**src/rtl/med_ctrl_pkg.sv**
```systemverilog
// Shared types and constants for the 3x3 median window sequencer.
// Tap k walks the window row-major; offsets are biased by +1.
package med_ctrl_pkg;

  typedef enum logic [2:0] {
    S_IDLE,
    S_FETCH,
    S_DRAIN,
    S_WAIT,
    S_WRITE,
    S_DONE
  } state_t;

  localparam int         DATA_W_DEF     = 14;
  localparam logic [3:0] MED_COUNT_IDLE = 4'd15;
  localparam logic [3:0] TAP_LAST       = 4'd8;
  localparam logic [1:0] TAP_LO         = 2'd0;
  localparam logic [1:0] TAP_CENTER     = 2'd1;
  localparam logic [1:0] TAP_HI         = 2'd2;

  function automatic logic [1:0] tap_dr(input logic [3:0] k);
    if (k < 4'd3)      return TAP_LO;
    else if (k < 4'd6) return TAP_CENTER;
    else               return TAP_HI;
  endfunction

  function automatic logic [1:0] tap_dc(input logic [3:0] k);
    case (k)
      4'd0, 4'd3, 4'd6: return TAP_LO;
      4'd1, 4'd4, 4'd7: return TAP_CENTER;
      default:          return TAP_HI;
    endcase
  endfunction

endpackage

```
**src/rtl/med_window_ctrl_tap_gen.sv**
```systemverilog
// Window tap address generator with border detection.
// Padded taps report address 0 so nothing underflows downstream.
module med_tap_gen
  import med_ctrl_pkg::*;
#(
  parameter int IMG_W  = 8,
  parameter int IMG_H  = 8,
  parameter int ADDR_W = $clog2(IMG_W*IMG_H),
  parameter int RW     = $clog2(IMG_H),
  parameter int CW     = $clog2(IMG_W)
) (
  input  logic [RW-1:0]     i_row,
  input  logic [CW-1:0]     i_col,
  input  logic [3:0]        i_k,
  output logic [ADDR_W-1:0] o_addr,
  output logic              o_pad
);

  logic [1:0]        w_dr;
  logic [1:0]        w_dc;
  logic [ADDR_W-1:0] w_row;
  logic [ADDR_W-1:0] w_col;

  assign w_dr = tap_dr(i_k);
  assign w_dc = tap_dc(i_k);

  assign o_pad =
    (w_dr == TAP_LO && i_row == '0) ||
    (w_dr == TAP_HI && i_row == RW'(IMG_H-1)) ||
    (w_dc == TAP_LO && i_col == '0) ||
    (w_dc == TAP_HI && i_col == CW'(IMG_W-1));

  assign w_row = ADDR_W'(i_row) + ADDR_W'(w_dr)
               - ADDR_W'(TAP_CENTER);
  assign w_col = ADDR_W'(i_col) + ADDR_W'(w_dc)
               - ADDR_W'(TAP_CENTER);

  assign o_addr = o_pad ? '0
                : w_row * ADDR_W'(IMG_W) + w_col;

endmodule

```
**src/rtl/med_window_ctrl.sv**
```systemverilog
// Raster-scan sequencer feeding 3x3 windows to med_9
// and writing each median back under a ready/valid handshake.
module med_window_ctrl
  import med_ctrl_pkg::*;
#(
  parameter int IMG_W  = 8,
  parameter int IMG_H  = 8,
  parameter int DATA_W = DATA_W_DEF,
  parameter int ADDR_W = $clog2(IMG_W*IMG_H)
) (
  input  logic              clk,
  input  logic              rst_n,
  input  logic              start,
  output logic              busy,
  output logic              done,
  output logic              mem_ren,
  output logic [ADDR_W-1:0] mem_addr,
  input  logic [DATA_W-1:0] mem_rdata,
  output logic [DATA_W-1:0] med_data,
  output logic [3:0]        med_count,
  output logic              med_valid,
  input  logic [DATA_W-1:0] med_result,
  input  logic              med_result_valid,
  output logic              wr_en,
  output logic [ADDR_W-1:0] wr_addr,
  output logic [DATA_W-1:0] wr_data,
  input  logic              wr_ready
);

  localparam int RW = $clog2(IMG_H);
  localparam int CW = $clog2(IMG_W);

  state_t            r_state;
  state_t            w_next;
  logic [3:0]        r_k;
  logic [RW-1:0]     r_row;
  logic [CW-1:0]     r_col;
  logic              r_stv;
  logic [3:0]        r_stk;
  logic              r_pad;
  logic [DATA_W-1:0] r_wr_data;
  logic              w_pad;
  logic [ADDR_W-1:0] w_tap_addr;
  logic              w_last_col;
  logic              w_last_row;
  logic              w_accept;

  med_tap_gen #(
    .IMG_W  (IMG_W),
    .IMG_H  (IMG_H),
    .ADDR_W (ADDR_W),
    .RW     (RW),
    .CW     (CW)
  ) u_tap (
    .i_row  (r_row),
    .i_col  (r_col),
    .i_k    (r_k),
    .o_addr (w_tap_addr),
    .o_pad  (w_pad)
  );

  assign w_last_col = (r_col == CW'(IMG_W-1));
  assign w_last_row = (r_row == RW'(IMG_H-1));
  assign w_accept   = (r_state == S_WRITE) && wr_ready;

  // state register
  always_ff @(posedge clk or negedge rst_n) begin
    if (!rst_n) r_state <= S_IDLE;
    else        r_state <= w_next;
  end

  // next state and control strobes
  always_comb begin
    w_next   = r_state;
    busy     = 1'b0;
    done     = 1'b0;
    mem_ren  = 1'b0;
    mem_addr = '0;
    wr_en    = 1'b0;
    unique case (r_state)
      S_IDLE: begin
        if (start) w_next = S_FETCH;
      end
      S_FETCH: begin
        busy     = 1'b1;
        mem_ren  = !w_pad;
        mem_addr = w_tap_addr;
        if (r_k == TAP_LAST) w_next = S_DRAIN;
      end
      S_DRAIN: begin
        busy   = 1'b1;
        w_next = S_WAIT;
      end
      S_WAIT: begin
        busy = 1'b1;
        if (med_result_valid) w_next = S_WRITE;
      end
      S_WRITE: begin
        busy  = 1'b1;
        wr_en = 1'b1;
        if (wr_ready)
          w_next = (w_last_col && w_last_row) ? S_DONE
                 : S_FETCH;
      end
      S_DONE: begin
        done   = 1'b1;
        w_next = S_IDLE;
      end
      default: w_next = S_IDLE;
    endcase
  end

  // tap counter, scan position, stream stage and result latch
  always_ff @(posedge clk or negedge rst_n) begin
    if (!rst_n) begin
      r_k       <= '0;
      r_row     <= '0;
      r_col     <= '0;
      r_stv     <= 1'b0;
      r_stk     <= '0;
      r_pad     <= 1'b0;
      r_wr_data <= '0;
    end else begin
      r_stv <= (r_state == S_FETCH);
      r_stk <= r_k;
      r_pad <= w_pad;
      if (r_state == S_FETCH)
        r_k <= (r_k == TAP_LAST) ? 4'd0 : r_k + 4'd1;
      if (r_state == S_IDLE && start) begin
        r_row <= '0;
        r_col <= '0;
      end
      if (r_state == S_WAIT && med_result_valid)
        r_wr_data <= med_result;
      if (w_accept) begin
        if (w_last_col) begin
          r_col <= '0;
          r_row <= w_last_row ? '0 : r_row + RW'(1);
        end else begin
          r_col <= r_col + CW'(1);
        end
      end
    end
  end

  assign med_data  = (r_stv && !r_pad) ? mem_rdata : '0;
  assign med_count = !r_stv ? MED_COUNT_IDLE
                   : (r_stk == TAP_LAST) ? 4'd0
                   : r_stk + 4'd1;
  assign med_valid = r_stv && (r_stk == TAP_LAST);
  assign wr_addr   = ADDR_W'(r_row) * ADDR_W'(IMG_W)
                   + ADDR_W'(r_col);
  assign wr_data   = r_wr_data;

endmodule

```
**config.mk**
```make
export PLATFORM = sky130hd
export DESIGN_NAME = med_window_ctrl
export DESIGN_NICKNAME = d
export VERILOG_FILES = /design/src/rtl/med_ctrl_pkg.sv /design/src/rtl/med_window_ctrl_tap_gen.sv /design/src/rtl/med_window_ctrl.sv
export SDC_FILE = /design/constraint.sdc
export NUM_CORES = 1
export LEC_CHECK = 0
export CAP_MARGIN = 10
export CORE_MARGIN = 2
export CORE_UTILIZATION = 48
export CTS_CLUSTER_DIAMETER = 30
export DETAILED_ROUTE_END_ITERATION = 8
export PLACE_DENSITY_LB_ADDON = 0.12
export SLEW_MARGIN = 40
export SYNTH_ARGS = -nofsm -noshare
export SYNTH_HDL_FRONTEND = slang
export SYNTH_SLANG_ARGS = --single-unit
```
**constraint.sdc**
```tcl
create_clock -name clk -period 9.71 [get_ports clk]
set_input_delay 0.971 -clock clk [delete_from_list [all_inputs] [get_ports clk]]
set_output_delay 0.971 -clock clk [all_outputs]
set_load 0.1 [all_outputs]
```
; Yosys cells after proc, flatten, opt, wreduce, memory -nomap -nowiden
; Index checks and enable logic that the tools add are counted.
[word_totals]
output_inout_bits = 49
inputBits = 33
register_bits = 33
elab_cells = 92
[op_classes]
addsub = 10
order_cmp = 2
reduce_logical = 26
n_eq_ne = 20
n_mux = 26
[ops]
columns = op, n
row1 = 2-to-1 mux 3 bit, 12
row2 = case mux 3 bit (5 select lines), 1
row3 = 2-to-1 mux 14 bit, 1
row4 = "== test 3 bit, second input constant", 4
row5 = "== test 4 x 3 -> 1 bit, second input constant", 3
row6 = 2-to-1 mux 4 bit, 3
row7 = 2-to-1 mux 6 bit, 2
row8 = logical AND 1 bit, 10
row9 = zero test 3 bit, 3
row10 = "adder 4 x 1 -> 4 bit, second input constant", 2
row11 = "== test 4 bit, second input constant", 2
row12 = "inequality test 2 bit, second input constant", 4
row13 = "adder 3 x 1 -> 3 bit, second input constant", 2
row14 = adder 6 x 3 -> 6 bit, 1
row15 = adder 6 bit, 1
row16 = "== test 3 x 2 -> 1 bit, second input constant", 2
row17 = OR reduction 3 bit, 2
row18 = "subtractor 6 x 1 -> 6 bit, second input constant", 1
row19 = adder 3 x 2 -> 4 bit, 1
row20 = "== test 2 bit, second input constant", 2
row21 = "== test 4 x 1 -> 1 bit, second input constant", 1
row22 = "== test 4 x 2 -> 1 bit, second input constant", 1
row23 = zero test 2 bit, 2
row24 = zero test 4 bit, 1
row25 = 13 further kinds, 20

; Longest topological paths before layout
[logic_depth]
ltp_word = 10
ltp_mapped = 14

; Modules after synthesis
; A second synthesis with hierarchy kept.
[unflattened]
hier_cells = 208
area_unflattened_um2 = 2214.6
[by_module_without_submodules]
columns = mod, cells_per_inst, instances, seq_area_each_um2, area_per_inst_um2
row1 = med_window_ctrl, 156, 1, 825.8, 1789.2
row2 = med_tap_gen, 52, 1, 0.0, 425.4

; Worst setup path before layout
; OpenSTA, ideal clock, no wires.
[synth_timing]
path_type = reg-to-output
startpoint = reg r_k[0]
endpoint = out mem_addr[4]
arrival_time_ns = 4.648
setup_slack_ns = 4.091
stages_incl_launch_ff = 14
path_buffers = 0
cell_sequence = dfrtp_1 -> inv_1 -> ha_1 -> nor2_1 -> a211oi_1 -> ha_1 -> fa_1 -> xor2_1 -> inv_1 -> ha_1 -> a21o_1 -> a21oi_1 -> xor2_1 -> nor3_1
[synth_via]
elab_chain_cells = 10
[synth_lines]
columns = element, line_no
row1 = "start, declared", med_window_ctrl.sv:35  ; logic [3:0] r_k;
row2 = "start signal, assigned", med_window_ctrl.sv:128  ; r_k <= (r_k == TAP_LAST) ? 4'd0 : r_k + 4'd1;
row3 = "parallel branches: the longest is 8 deep, another holds subtractor 6 x 1 -> 6 bit", n/a
row4 = 2-to-1 mux 6 bit *, med_window_ctrl_tap_gen.sv:38  ; assign o_addr = o_pad ? '0
row5 = 2-to-1 mux 6 bit *, med_window_ctrl.sv:80  ; unique case (r_state)
row6 = "end, declared", med_window_ctrl.sv:17  ; output logic [ADDR_W-1:0] mem_addr,
; Every way passes the cells marked *.

; Worst setup path in the final report
[layout_timing]
startpoint = reg r_k[1]
endpoint = out mem_addr[5]
; The elaborated chain is that of the path after synthesis.

==> impl_results.md <==
* Final wirelength at around 4500 um
* N_diodes at 0
* Met3 usage at under 10%
* Post-synth EDFFs at 0
* Area of the multi-input gates at between 1000 and 1500 um2
* Clk root buf: clkbuf_8
* DRC at 0
* Worst hold path class: flip-flop to flip-flop
* Max transition margin at about 60%
* Cts repair resizes at 0
* # IOs at 82
* FF+latch count, synth at 33
* Worst-Margin Slew at between 0.5 and 0.6 ns
* Clk_lat worst skew at 0.28 ns
* Layout cells sized above 1 at between 20 and 30%
* CORE AREA at approximately 4300 um2
* CTS Buf Count at 5
* Mapped cell area at 2155 um2
* Ranking of synthesized cells by area: dfrtp_1, ha_1, mux2_2, and2_1, inv_1
* Mapped Nets at between 200 and 300
* Hold path cells at 0
* Commonest cells post-synth: dfrtp_1, inv_1, ha_1
* Hold Fails Final Rpt at 0
* Worst setup EP type: primary output
* Antenna Violating Nets Remaining at 0
* Ys flop type: dfrtp_1
* # port buffers at 81
* Post-layout min period at 4.910 ns
* Chip height at approximately 71 um
* Final non-filler cell area at roughly 2900 um2
* Full die area at about 5000 um2
* Final TNS setup at 0 ns
* Setup-failing EPs final at 0
* Core Rows at 24
* DRT iter0 DRCs at 42
* Hold_buf cts at 0
* Post-Syn Instances at ~210
* Fill cells at ~390
* Crit path max fanout at 6
* Post-CTS setup buffer count at 0
* Met2 Usage GRT at roughly 31%
* Reg area at ~830 um2
* Worst Reg2Reg Path Length in Cells at 4
* R2r setup slk at around 8 ns
* Die width at ~71 um
* Vias at roughly 1.8k
* Yosys top cell area share at about two fifths
* Core Util, Final at 66.20%
* CP startpoint kind: flip-flop
* Async SR Flop Fraction at between 90% and 100%
* Critical path arrival at about 3.9 ns
* DRT Pass-1 Iters at 4
* H-tree depth at 2
* Initial antenna violation count at 0
* Sequential area share after synthesis at 38.33%
* Unrepaired setup endpoints after global routing: false
* Yosys warns at 0
* Nets at about 350
* First-pass GRT wire length at 7741 um
* Worst Setup Path Type: flip-flop to primary output
* Area leader, netlist: dfrtp_1
* Starting Density at between 40% and 50%
* Syn-to-layout area delta at 32.87%
* CP required at 8.74 ns
* Vias in the first global route at ~1.7k
* Placed cell areas at approximately 2700 um2
* GR Util All Layers at around a fifth
* Clock net sink count at 33
* Avg WL per Cell at approximately 13 um
* TritonCTS clock tree: built
* Pins Over Slew Limit at 0
* Clock transition at path regs at approximately 0.060 ns
* Remaining global-route overflow at 0
* Final period util at 50.56%
* Run status: complete, no violations
* DR vias/cell at ~5
* Most frequent cell after synthesis: dfrtp_1
* Layout Skew at around 0.0015 ns
* Max frequency at between 200 and 250 MHz
* Avg Cell Area, Syn at roughly 10 um2
* Max-cap violations at 0
* Max clock buf depth at 2
* GPL Wtd Cong at approximately 0.83
* DP Wirelength at ~3500 um
* Grt met1 use at about a quarter
* Most used routing layer: met2
* Post-synthesis cell type count at 41
* Pin count of the biggest net entering global routing at 34
-- path summary, 6_finish.rpt --
| path | start | end |
|---|---|---|
| max | r_k[1] | mem_addr[5] |
| min | r_k[0] | r_stk[0] |
| max reg2reg | r_state[2] | r_k[2] |
| min reg2reg | r_k[0] | r_stk[0] |
| max in group asynchronous | rst_n | r_row[2] |
| min in group asynchronous | rst_n | wr_data[3] |
-- cells in the final DEF, fill, tap and decap left out, drive strengths merged, types with 5 or more instances in the layout --
cell | netlist | routed
a21oi | 7 | 7
a22o | 5 | 5
and2 | 18 | 18
buf | 6 | 50
clkbuf | 1 | 7
clkdlybuf4s50 | 0 | 32
dfrtp | 33 | 33
ha | 22 | 22
inv | 24 | 24
mux2 | 16 | 16
nand2 | 7 | 7
nand3 | 6 | 6
nor2 | 8 | 8
nor2b | 8 | 8
nor3 | 7 | 7
o21ai | 12 | 12
-- worst max-delay path: stages (launching register included) --
cell	delay, ns
dfrtp_1	0.46
inv_1	0.11
ha_1	0.21
nor2_1	0.26
a211oi_1	0.13
ha_1	0.23
fa_1	0.46
inv_1	0.11
ha_1	0.17
inv_1	0.05
fa_1	0.37
nor2b_1	0.19
o21a_1	0.15
nor3_1	0.06
nor4b_2	0.23
buf_2	0.46
-- layer usage --
layer  wire length, um  share of wire (%)
met1              1965                 44
met2              2112                 47
met3               343                7.7
met4                55                1.2
met5                 0                  0
-- metrics by stage --
stage                     setup slack [ns]  hold WS [ns]  cells
after detailed placement             5.118        0.4697    340
after floorplan                      4.091        0.3745    213
after CTS                            4.797        0.4933    348
after global placement               4.534        0.4597    340
final                                4.800        0.4957    348
after global routing                 4.488        0.5132    348
-- final cells by class --
cell class,instances,share of cell area [%]
Clock inverter,1,1.049
Tap cell,52,2.273
Timing Repair Buffer,82,20.02
Clock buffer,7,3.016
Multi-Input combinational cell,149,41.65
Inverter,24,3.147
Sequential cell,33,28.85
-- cell families (layout without fill, tap and decap cells) --
| group | Yosys count | count (layout) | share of synthesized area, % |
|---|---|---|---|
| XOR/XNOR | 6 | 6 | 2.439 |
| AND/OR/NAND/NOR | 64 | 64 | 17.60 |
| buffers and inverters | 31 | 114 | 6.330 |
| AO/OA/AOI/OAI | 37 | 37 | 11.38 |
| adder cells (fa/ha/maj) | 24 | 24 | 14.63 |
| flip-flops | 33 | 33 | 38.33 |
| multiplexers | 18 | 18 | 9.291 |
-- flip-flops by register name, indices dropped and copies added, names as in the netlist --
register  flops
r_col         3
r_k           4
r_pad         1
r_row         3
r_state       3
r_stk         4
r_stv         1
wr_data      14
Power is not shown: default switching activity piles up to over one toggle a cycle in this logic, so the estimate is an artifact.
